===== src/rtl/uart_tx_arbiter.sv =====
// Round-robin arbiter sharing one 16-bit two-byte UART frame sender between
// the LDPC codeword path (req0) and the status/debug path (req1). Each accept
// fires a one-cycle uart_en and then holds off for a full frame time.
// Optional macro UART_ARB_STAT_EN adds per-requester accept counters
// frames0/frames1.
module uart_tx_arbiter #(
  parameter int unsigned CLK_FREQ     = 100_000_000,
  parameter int unsigned UART_BPS     = 115200,
  parameter int unsigned GUARD_CYCLES = 16
) (
  input  logic        clk,
  input  logic        rst,
  input  logic        req0_valid,
  input  logic [15:0] req0_data,
  output logic        req0_ready,
  input  logic        req1_valid,
  input  logic [15:0] req1_data,
  output logic        req1_ready,
  output logic        uart_en,
  output logic [15:0] uart_din,
  output logic        busy,
  output logic        grant_id
`ifdef UART_ARB_STAT_EN
  ,
  output logic [15:0] frames0,
  output logic [15:0] frames1
`endif
);

  localparam int unsigned DATA_W       = 16;
  localparam int unsigned CNT_W        = 24;
  localparam int unsigned BPS_CNT      = CLK_FREQ / UART_BPS;
  localparam int unsigned FRAME_CYCLES = 21 * BPS_CNT + GUARD_CYCLES;

  typedef enum logic {
    IDLE,
    WAIT
  } state_t;

  state_t              state, state_next;
  logic [CNT_W-1:0]    cnt, cnt_next;
  logic [DATA_W-1:0]   din_next;
  logic                en_next;
  logic                busy_next;
  logic                grant_next;
  logic                last_grant, last_next;

`ifdef UART_ARB_STAT_EN
  logic [DATA_W-1:0]   frames0_next, frames1_next;
`endif

  // Next-state, arbitration and registered-output next values.
  always_comb begin
    state_next = state;
    cnt_next   = cnt;
    din_next   = uart_din;
    en_next    = 1'b0;
    grant_next = grant_id;
    last_next  = last_grant;
    req0_ready = 1'b0;
    req1_ready = 1'b0;
`ifdef UART_ARB_STAT_EN
    frames0_next = frames0;
    frames1_next = frames1;
`endif
    case (state)
      IDLE: begin
        // req0 wins unless req1 is also waiting and req0 was served last.
        if (req0_valid && (!req1_valid || last_grant)) begin
          req0_ready = 1'b1;
        end else if (req1_valid) begin
          req1_ready = 1'b1;
        end
        if (req0_ready) begin
          din_next   = req0_data;
          grant_next = 1'b0;
          last_next  = 1'b0;
`ifdef UART_ARB_STAT_EN
          frames0_next = frames0 + DATA_W'(1);
`endif
        end else if (req1_ready) begin
          din_next   = req1_data;
          grant_next = 1'b1;
          last_next  = 1'b1;
`ifdef UART_ARB_STAT_EN
          frames1_next = frames1 + DATA_W'(1);
`endif
        end
        if (req0_ready || req1_ready) begin
          en_next    = 1'b1;
          cnt_next   = CNT_W'(FRAME_CYCLES - 1);
          state_next = WAIT;
        end
      end
      WAIT: begin
        if (cnt == '0) begin
          state_next = IDLE;
        end else begin
          cnt_next = cnt - CNT_W'(1);
        end
      end
      default: begin
        state_next = IDLE;
      end
    endcase
    busy_next = (state_next == WAIT);
  end

  // State and output registers with synchronous reset.
  always_ff @(posedge clk) begin
    if (rst) begin
      state      <= IDLE;
      cnt        <= '0;
      uart_din   <= '0;
      uart_en    <= 1'b0;
      busy       <= 1'b0;
      grant_id   <= 1'b1;
      last_grant <= 1'b1;
`ifdef UART_ARB_STAT_EN
      frames0    <= '0;
      frames1    <= '0;
`endif
    end else begin
      state      <= state_next;
      cnt        <= cnt_next;
      uart_din   <= din_next;
      uart_en    <= en_next;
      busy       <= busy_next;
      grant_id   <= grant_next;
      last_grant <= last_next;
`ifdef UART_ARB_STAT_EN
      frames0    <= frames0_next;
      frames1    <= frames1_next;
`endif
    end
  end

endmodule


===== config.mk =====
export PLATFORM = sky130hd
export DESIGN_NAME = uart_tx_arbiter
export DESIGN_NICKNAME = d
export VERILOG_FILES = /design/src/rtl/uart_tx_arbiter.sv
export SDC_FILE = /design/constraint.sdc
export NUM_CORES = 1
export LEC_CHECK = 0
export ABC_CLOCK_PERIOD_IN_PS = 2250
export CAP_MARGIN = 20
export CORE_UTILIZATION = 46
export CTS_BUF_LIST = sky130_fd_sc_hd__clkbuf_8
export CTS_CLUSTER_DIAMETER = 80
export CTS_CLUSTER_SIZE = 8
export DETAILED_ROUTE_END_ITERATION = 10
export HOLD_SLACK_MARGIN = 0.12
export PLACE_DENSITY_LB_ADDON = 0.15
export RECOVER_POWER = 100
export SLEW_MARGIN = 5
export SYNTH_ARGS = -nofsm -noshare
export SYNTH_HDL_FRONTEND = slang
export SYNTH_SLANG_ARGS = --single-unit

===== constraint.sdc =====
create_clock -name clk -period 2.25 [get_ports clk]
set_input_delay 0.45 -clock clk [delete_from_list [all_inputs] [get_ports clk]]
set_output_delay 0.45 -clock clk [all_outputs]
set_load 0.02 [all_outputs]

Word level (Yosys, flattened, before mapping)

Index checks and enable logic that the tools add are counted.

Bits of input ports: 36
Word-level logic and storage cells: 35
Bits in registers: 43
Output and inout port bits: 21

Bitwise operators: 1
Muxes and demuxes: 17
Reductions and logical operators: 9
$add $sub $neg: 1
Eq/ne operators: 2

Operators with widths:

| cell                                                                  | number |
|---|---|
| 24-bit two-way mux                                                    | 2 |
| 24-bit one-hot mux with 2 select lines                                | 1 |
| 16-bit two-way mux                                                    | 2 |
| 24-bit logical NOT                                                    | 1 |
| 24-bit by 1-bit subtractor with 24-bit output (second input constant) | 1 |
| 1-bit two-way mux                                                     | 11 |
| 2-bit != test (second input constant)                                 | 2 |
| 2-bit AND reduction                                                   | 2 |
| 1-bit logical OR                                                      | 2 |
| 1-bit one-hot mux with 2 select lines                                 | 1 |
| 2-bit nonzero test                                                    | 1 |
| 2-bit OR reduction                                                    | 1 |
| 1-bit logical AND                                                     | 1 |
| 1-bit logical NOT                                                     | 1 |
| 1-bit NOT                                                             | 1 |

Logic depth before layout (Yosys ltp)

Depth after elaboration: 8
Gate-level depth with buffers: 7
Depth with buffers taken out: 6

Worst setup path after synthesis

OpenSTA, ideal clock, no wires.

Path type: register to register
From: register cnt[0]
To: register cnt[1]
Data arrival time: 2.031 ns
Setup slack: 0.099 ns
Setup time: 0.121 ns
Data required time: 2.129 ns
Stages on the path, launching flop included: 7
Path buffers: 0
Period minus slack after synthesis: 2.151 ns
Cells stage by stage: dfxtp_1 > inv_1 > ha_1 > or3b_2 > or4_4 > o21ai_2 > mux2_2

Longest elaborated chain between the ends: 3
Elaborated cells on any way between the ends: 6
Classes of those cells: 1 x add/sub; 1 x eq/ne; 2 x mux; 2 x reduce/logical

RTL lines:

| item                                                                                       | line   | source |
|---|---|---|
| start, declared                                                                            | 41     | `logic [CNT_W-1:0] cnt, cnt_next;` |
| start signal, assigned                                                                     | 125    | `cnt <= cnt_next;` |
| 24-bit by 1-bit subtractor with 24-bit output / 24-bit logical NOT (equally long branches) | 99, 96 |  |
| 24-bit two-way mux / 2-bit != test (equally long branches)                                 | -      |  |
| 24-bit one-hot mux with 2 select lines / 2-bit AND reduction (equally long branches)       | -      |  |

Parallel ways exist; a longest one is shown, timed or not. The select of a mux whose other input is x is not followed.
A chain may end at the register's enable or synchronous reset.

Final worst setup path

From: register cnt[14]
To: register cnt[1]

Longest elaborated chain between the ends: 3

RTL lines:

| item                                 | line | source |
|---|---|---|
| 24-bit logical NOT                   | 96   | `if (cnt == '0) begin` |
| 2-bit != test (no source line)       | -    |  |
| 2-bit AND reduction (no source line) | -    |  |

No other way between the ends.

==> run summary <==
The multiplexer fraction of the synthesized cell area came out at 14.6%. For the max-slew violation count, the log shows 0. For the number of buffers added to fix hold violations after cts, the log shows 0.

The ratio of routed vias to standard cells came out at 5.55. The tools report the largest clock skew in the final design as 5.12 ps. Summing the areas of all compound-gate instances in the mapped netlist gives 14.4% of the synthesized area. The worst setup path is captured at a flip-flop. The number of unique standard cell types used by synthesis is 39, and the vertical die dimension is 72.3 um.

The signed area change from the synthesized netlist to the final layout was 36.6%. Dividing the detail-routed wire length by the instance count gives 13.7 um. The Yosys warning count was 0. The average size of a mapped cell is 8.74 um2. The tools report the routed via count as 2165. Timing analysis after detailed placement gives a worst setup slack of 3.49 ps.

For this run, global-route usage on met2 was measured as 35.5%. The storage element area was 861 um2. Summed over all cells, the static leakage comes to 1.24 nW.

The number of hold violations in the final report is 0, and the arithmetic-cell share of the synthesized area counting full adders, half adders and majority gates is 1.10%. The number of antenna violations at the first check in global routing was 0; the footprint of the multi-input gates was 1320 um2. The number of ports placed on the die boundary was 57; the arrival time reported for the critical path endpoint was 2330 ps. The path depth of the worst reg2reg path was 4. The die is 72.3 um wide. The overflow left after global routing is 0, and the starting utilization of the core area is 48.1%. met2 is the most crowded layer.

The switching power is 0.680 mW, and the buffer levels on the longest clock path is 2. The hold path depth is 2. The fmax was 466 MHz. For the wire length reported by the detailed router, the log shows 5330 um. VDD sags by at most 264 uV. Headroom to the max-slew limit came out at 66.0%. The proportion of power drawn by the clock network is 25.0%.

After floorplanning, the core was sized to cover 4720 um2. The synthesized design contains 0 enable-type register cells. The commonest register cell after synthesis was sky130_fd_sc_hd__dfxtp_1.

The run gives 25 as the row count. The design internal power was 1.44 mW. The first routing iteration left 87 violations. At the end of routability-driven placement, the weighted congestion stood at 0.802. The maximum level of the CTS H-tree was 2; the aggregate global-route resource usage was 21.7%. Summed over all nets, the half-perimeter wirelength after detailed placement is 3780 um. The tools report the number of nets in the synthesized netlist as 298. Cells fill 65.7% of the core in the end. Post-CTS timing repair inserted 0 buffers for setup. The first detailed-routing pass took 4 iterations. The required time at the endpoint of the critical path came out at 2430 ps. Setup repair after global routing left no endpoint under its margin.

Quantity of I/O buffers inserted on ports: 56. The floorplan step defined a die boundary enclosing 5220 um2. The post-synthesis instance area is 2270 um2, and the power density normalized to cell area is 683 nW/um2. After technology mapping, the gate count stands at 260. The worst path meets setup with 102 ps of slack. Combinational cells account for 32.9% of the total power. The number of clock buffers added by TritonCTS is 5. Power comes to 2.12 mW. Final total negative setup slack: 0 ps. The fraction of layout cells with a size suffix above 1 is 13.9%.

The flow ran to the end, and the final reports show no timing, DRC or antenna violations. The run gives 1945 as the via count of the first global-routing pass. The share of the cycle needed by the critical path after routing was 95.5%; the fraction of power consumed by sequential logic was 42.2%. For this run, global-route usage on met3 was measured as 8.06%. Of all flip-flops after synthesis, the portion carrying an async set or reset was 0%. In this run the worst path has a maximum fanout of 5.

The switching share of total power works out to 32.1%. Entering global routing, the biggest net connects 53 pins. Setup violations remaining at the end of the flow were counted as 0. For the clock network latency to the later pin of the worst-skew pair, the log shows 290 ps.

For met1 alone, demand over resource in global routing was 27.0%. The synthesized netlist devotes 0% of its cell area to XOR and XNOR gates. The main combinational cell family by area after synthesis was simple AND/OR/NAND/NOR gates. The simple-gate share of the synthesized area was 27.6%; the net total in the final layout was 360. The run gives 37.9% as the sequential-to-total area share from yosys stat. Total of cells resized after clock tree synthesis: 2. The tree is rooted in a sky130_fd_sc_hd__clkbuf_8. Clock transition at the register clock pins on the worst setup and hold paths after CTS: 80 ps.

The type of origin of the critical path is a flip-flop. In the routed design, unresolved DRC markers number 0. The transition time of the tightest slew-check pin was 498 ps; the minimum clock period was 2150 ps. In this run the remaining antenna-violating nets after routing total 0. In this run the worst hold path is classified as reg2reg. For this design, the sink count on the clock tree is 43.

Across the run, the number of max-cap violations was 0. For the fill cell total of the finished layout, the log shows 422. The first global-routing pass estimated 8870 um of wire.

0 antenna diodes ended up in the layout. TritonCTS built the clock tree. Classification of the worst setup path: reg2reg. Synthesis inferred 43 register bits.
power by group through the flow:
stage                     Combinational [mW]  Sequential, mW  Clock [mW]
after floorplan                        0.392           0.935           0
after global placement                 0.711           0.911           0
after detailed placement               0.715           0.913           0
after CTS                              0.720           0.896       0.550
after global routing                   0.765           0.906       0.582
final                                  0.697           0.894       0.529
metal layers:
metal  wire (um)  vias up
li1            -     1095
met1        2480      997
met2        2430       71
met3         388        2
met4          29        0
met5           0        -
critical path: stages (launching register included):
cell and delay [ps]:
sky130_fd_sc_hd__dfxtp_1 340, sky130_fd_sc_hd__or4_1 610, sky130_fd_sc_hd__or4_4 580, sky130_fd_sc_hd__o21ai_2 170
sky130_fd_sc_hd__mux2_2 350
kinds of logic after synthesis:
| family | Yosys count |
|---|---|
| fa+ha+maj | 2 |
| mux | 32 |
| buf+inv | 26 |
| compound gates | 46 |
| flops | 43 |
| simple gates | 111 |
through the flow:
step / cell area [um2] / std cells / hold WS (ps)
floorplan: 2270 / 260 / 437
global placement: 3020 / 382 / 452
detailed placement: 3020 / 382 / 459
CTS: 3120 / 390 / 473
global route: 3100 / 390 / 500
finish: 3100 / 390 / 472
sequential cells by signal, indices dropped and copies added, names as in the netlist:
| name | cells |
|---|---|
| cnt | 24 |
| state | 1 |
| uart_din | 16 |
| last_grant | 1 |
| uart_en | 1 |
cell usage in the layout (no fill, tap or decap), types with 2 or more instances in the layout:
cell and n:
sky130_fd_sc_hd__nand4_1 5, sky130_fd_sc_hd__or2_2 4, sky130_fd_sc_hd__a211oi_1 23, sky130_fd_sc_hd__mux2i_1 23, sky130_fd_sc_hd__nor3b_1 9, sky130_fd_sc_hd__dlygate4sd3_1 20, sky130_fd_sc_hd__clkbuf_2 2, sky130_fd_sc_hd__o31ai_1 2
sky130_fd_sc_hd__or3_1 9, sky130_fd_sc_hd__clkdlybuf4s50_1 34, sky130_fd_sc_hd__nor4_2 4, sky130_fd_sc_hd__a311oi_1 2, sky130_fd_sc_hd__dfxtp_1 43, sky130_fd_sc_hd__clkbuf_8 7, sky130_fd_sc_hd__or4_1 5, sky130_fd_sc_hd__nand2_1 11
sky130_fd_sc_hd__ha_1 2, sky130_fd_sc_hd__clkbuf_1 4, sky130_fd_sc_hd__dlygate4sd2_1 2, sky130_fd_sc_hd__mux2_2 8, sky130_fd_sc_hd__nor4_1 9, sky130_fd_sc_hd__and4_1 3, sky130_fd_sc_hd__nand3_1 3, sky130_fd_sc_hd__o21bai_1 2
sky130_fd_sc_hd__nor2_1 33, sky130_fd_sc_hd__nor3_1 10, sky130_fd_sc_hd__buf_4 13, sky130_fd_sc_hd__buf_12 2, sky130_fd_sc_hd__a21oi_1 9, sky130_fd_sc_hd__inv_1 4
Yosys cell counts, drive strengths merged, types with 2 or more instances:
cell type | count | share of area (%)
a211oi | 23 | 7.6
a21oi | 9 | 2.0
a311oi | 2 | 0.77
and4 | 3 | 1.2
buf | 6 | 1.2
clkbuf | 17 | 2.8
dfxtp | 43 | 38
ha | 2 | 1.1
inv | 3 | 0.50
mux2 | 9 | 4.5
mux2i | 23 | 10
nand2 | 11 | 1.8
nand3 | 3 | 0.66
nand4 | 5 | 1.4
nor2 | 33 | 5.5
nor3 | 10 | 2.2
nor3b | 9 | 3.0
nor4 | 13 | 4.4
o21ai | 2 | 0.61
o21bai | 2 | 0.66
o31ai | 2 | 0.66
or2 | 4 | 1.1
or3 | 10 | 3.0
or4 | 6 | 2.1
final cells by class:
| type | instances | area share [%] |
|---|---|---|
| clock inverter | 1 | 0.121 |
| timing repair buffer | 78 | 23.5 |
| clock buffer | 7 | 3.10 |
| sequential | 43 | 27.7 |
| multi-input combinational | 191 | 42.5 |
| inverter | 3 | 0.363 |
| tap | 67 | 2.70 |
final timing paths:
kind,startpoint,to,slack [ps]
max,cnt[14],cnt[1],100
min,cnt[21],cnt[21],470
max reg2reg,cnt[14],cnt[1],100
min reg2reg,cnt[21],cnt[21],470
Note: power is estimated with default switching activity, not from simulation.
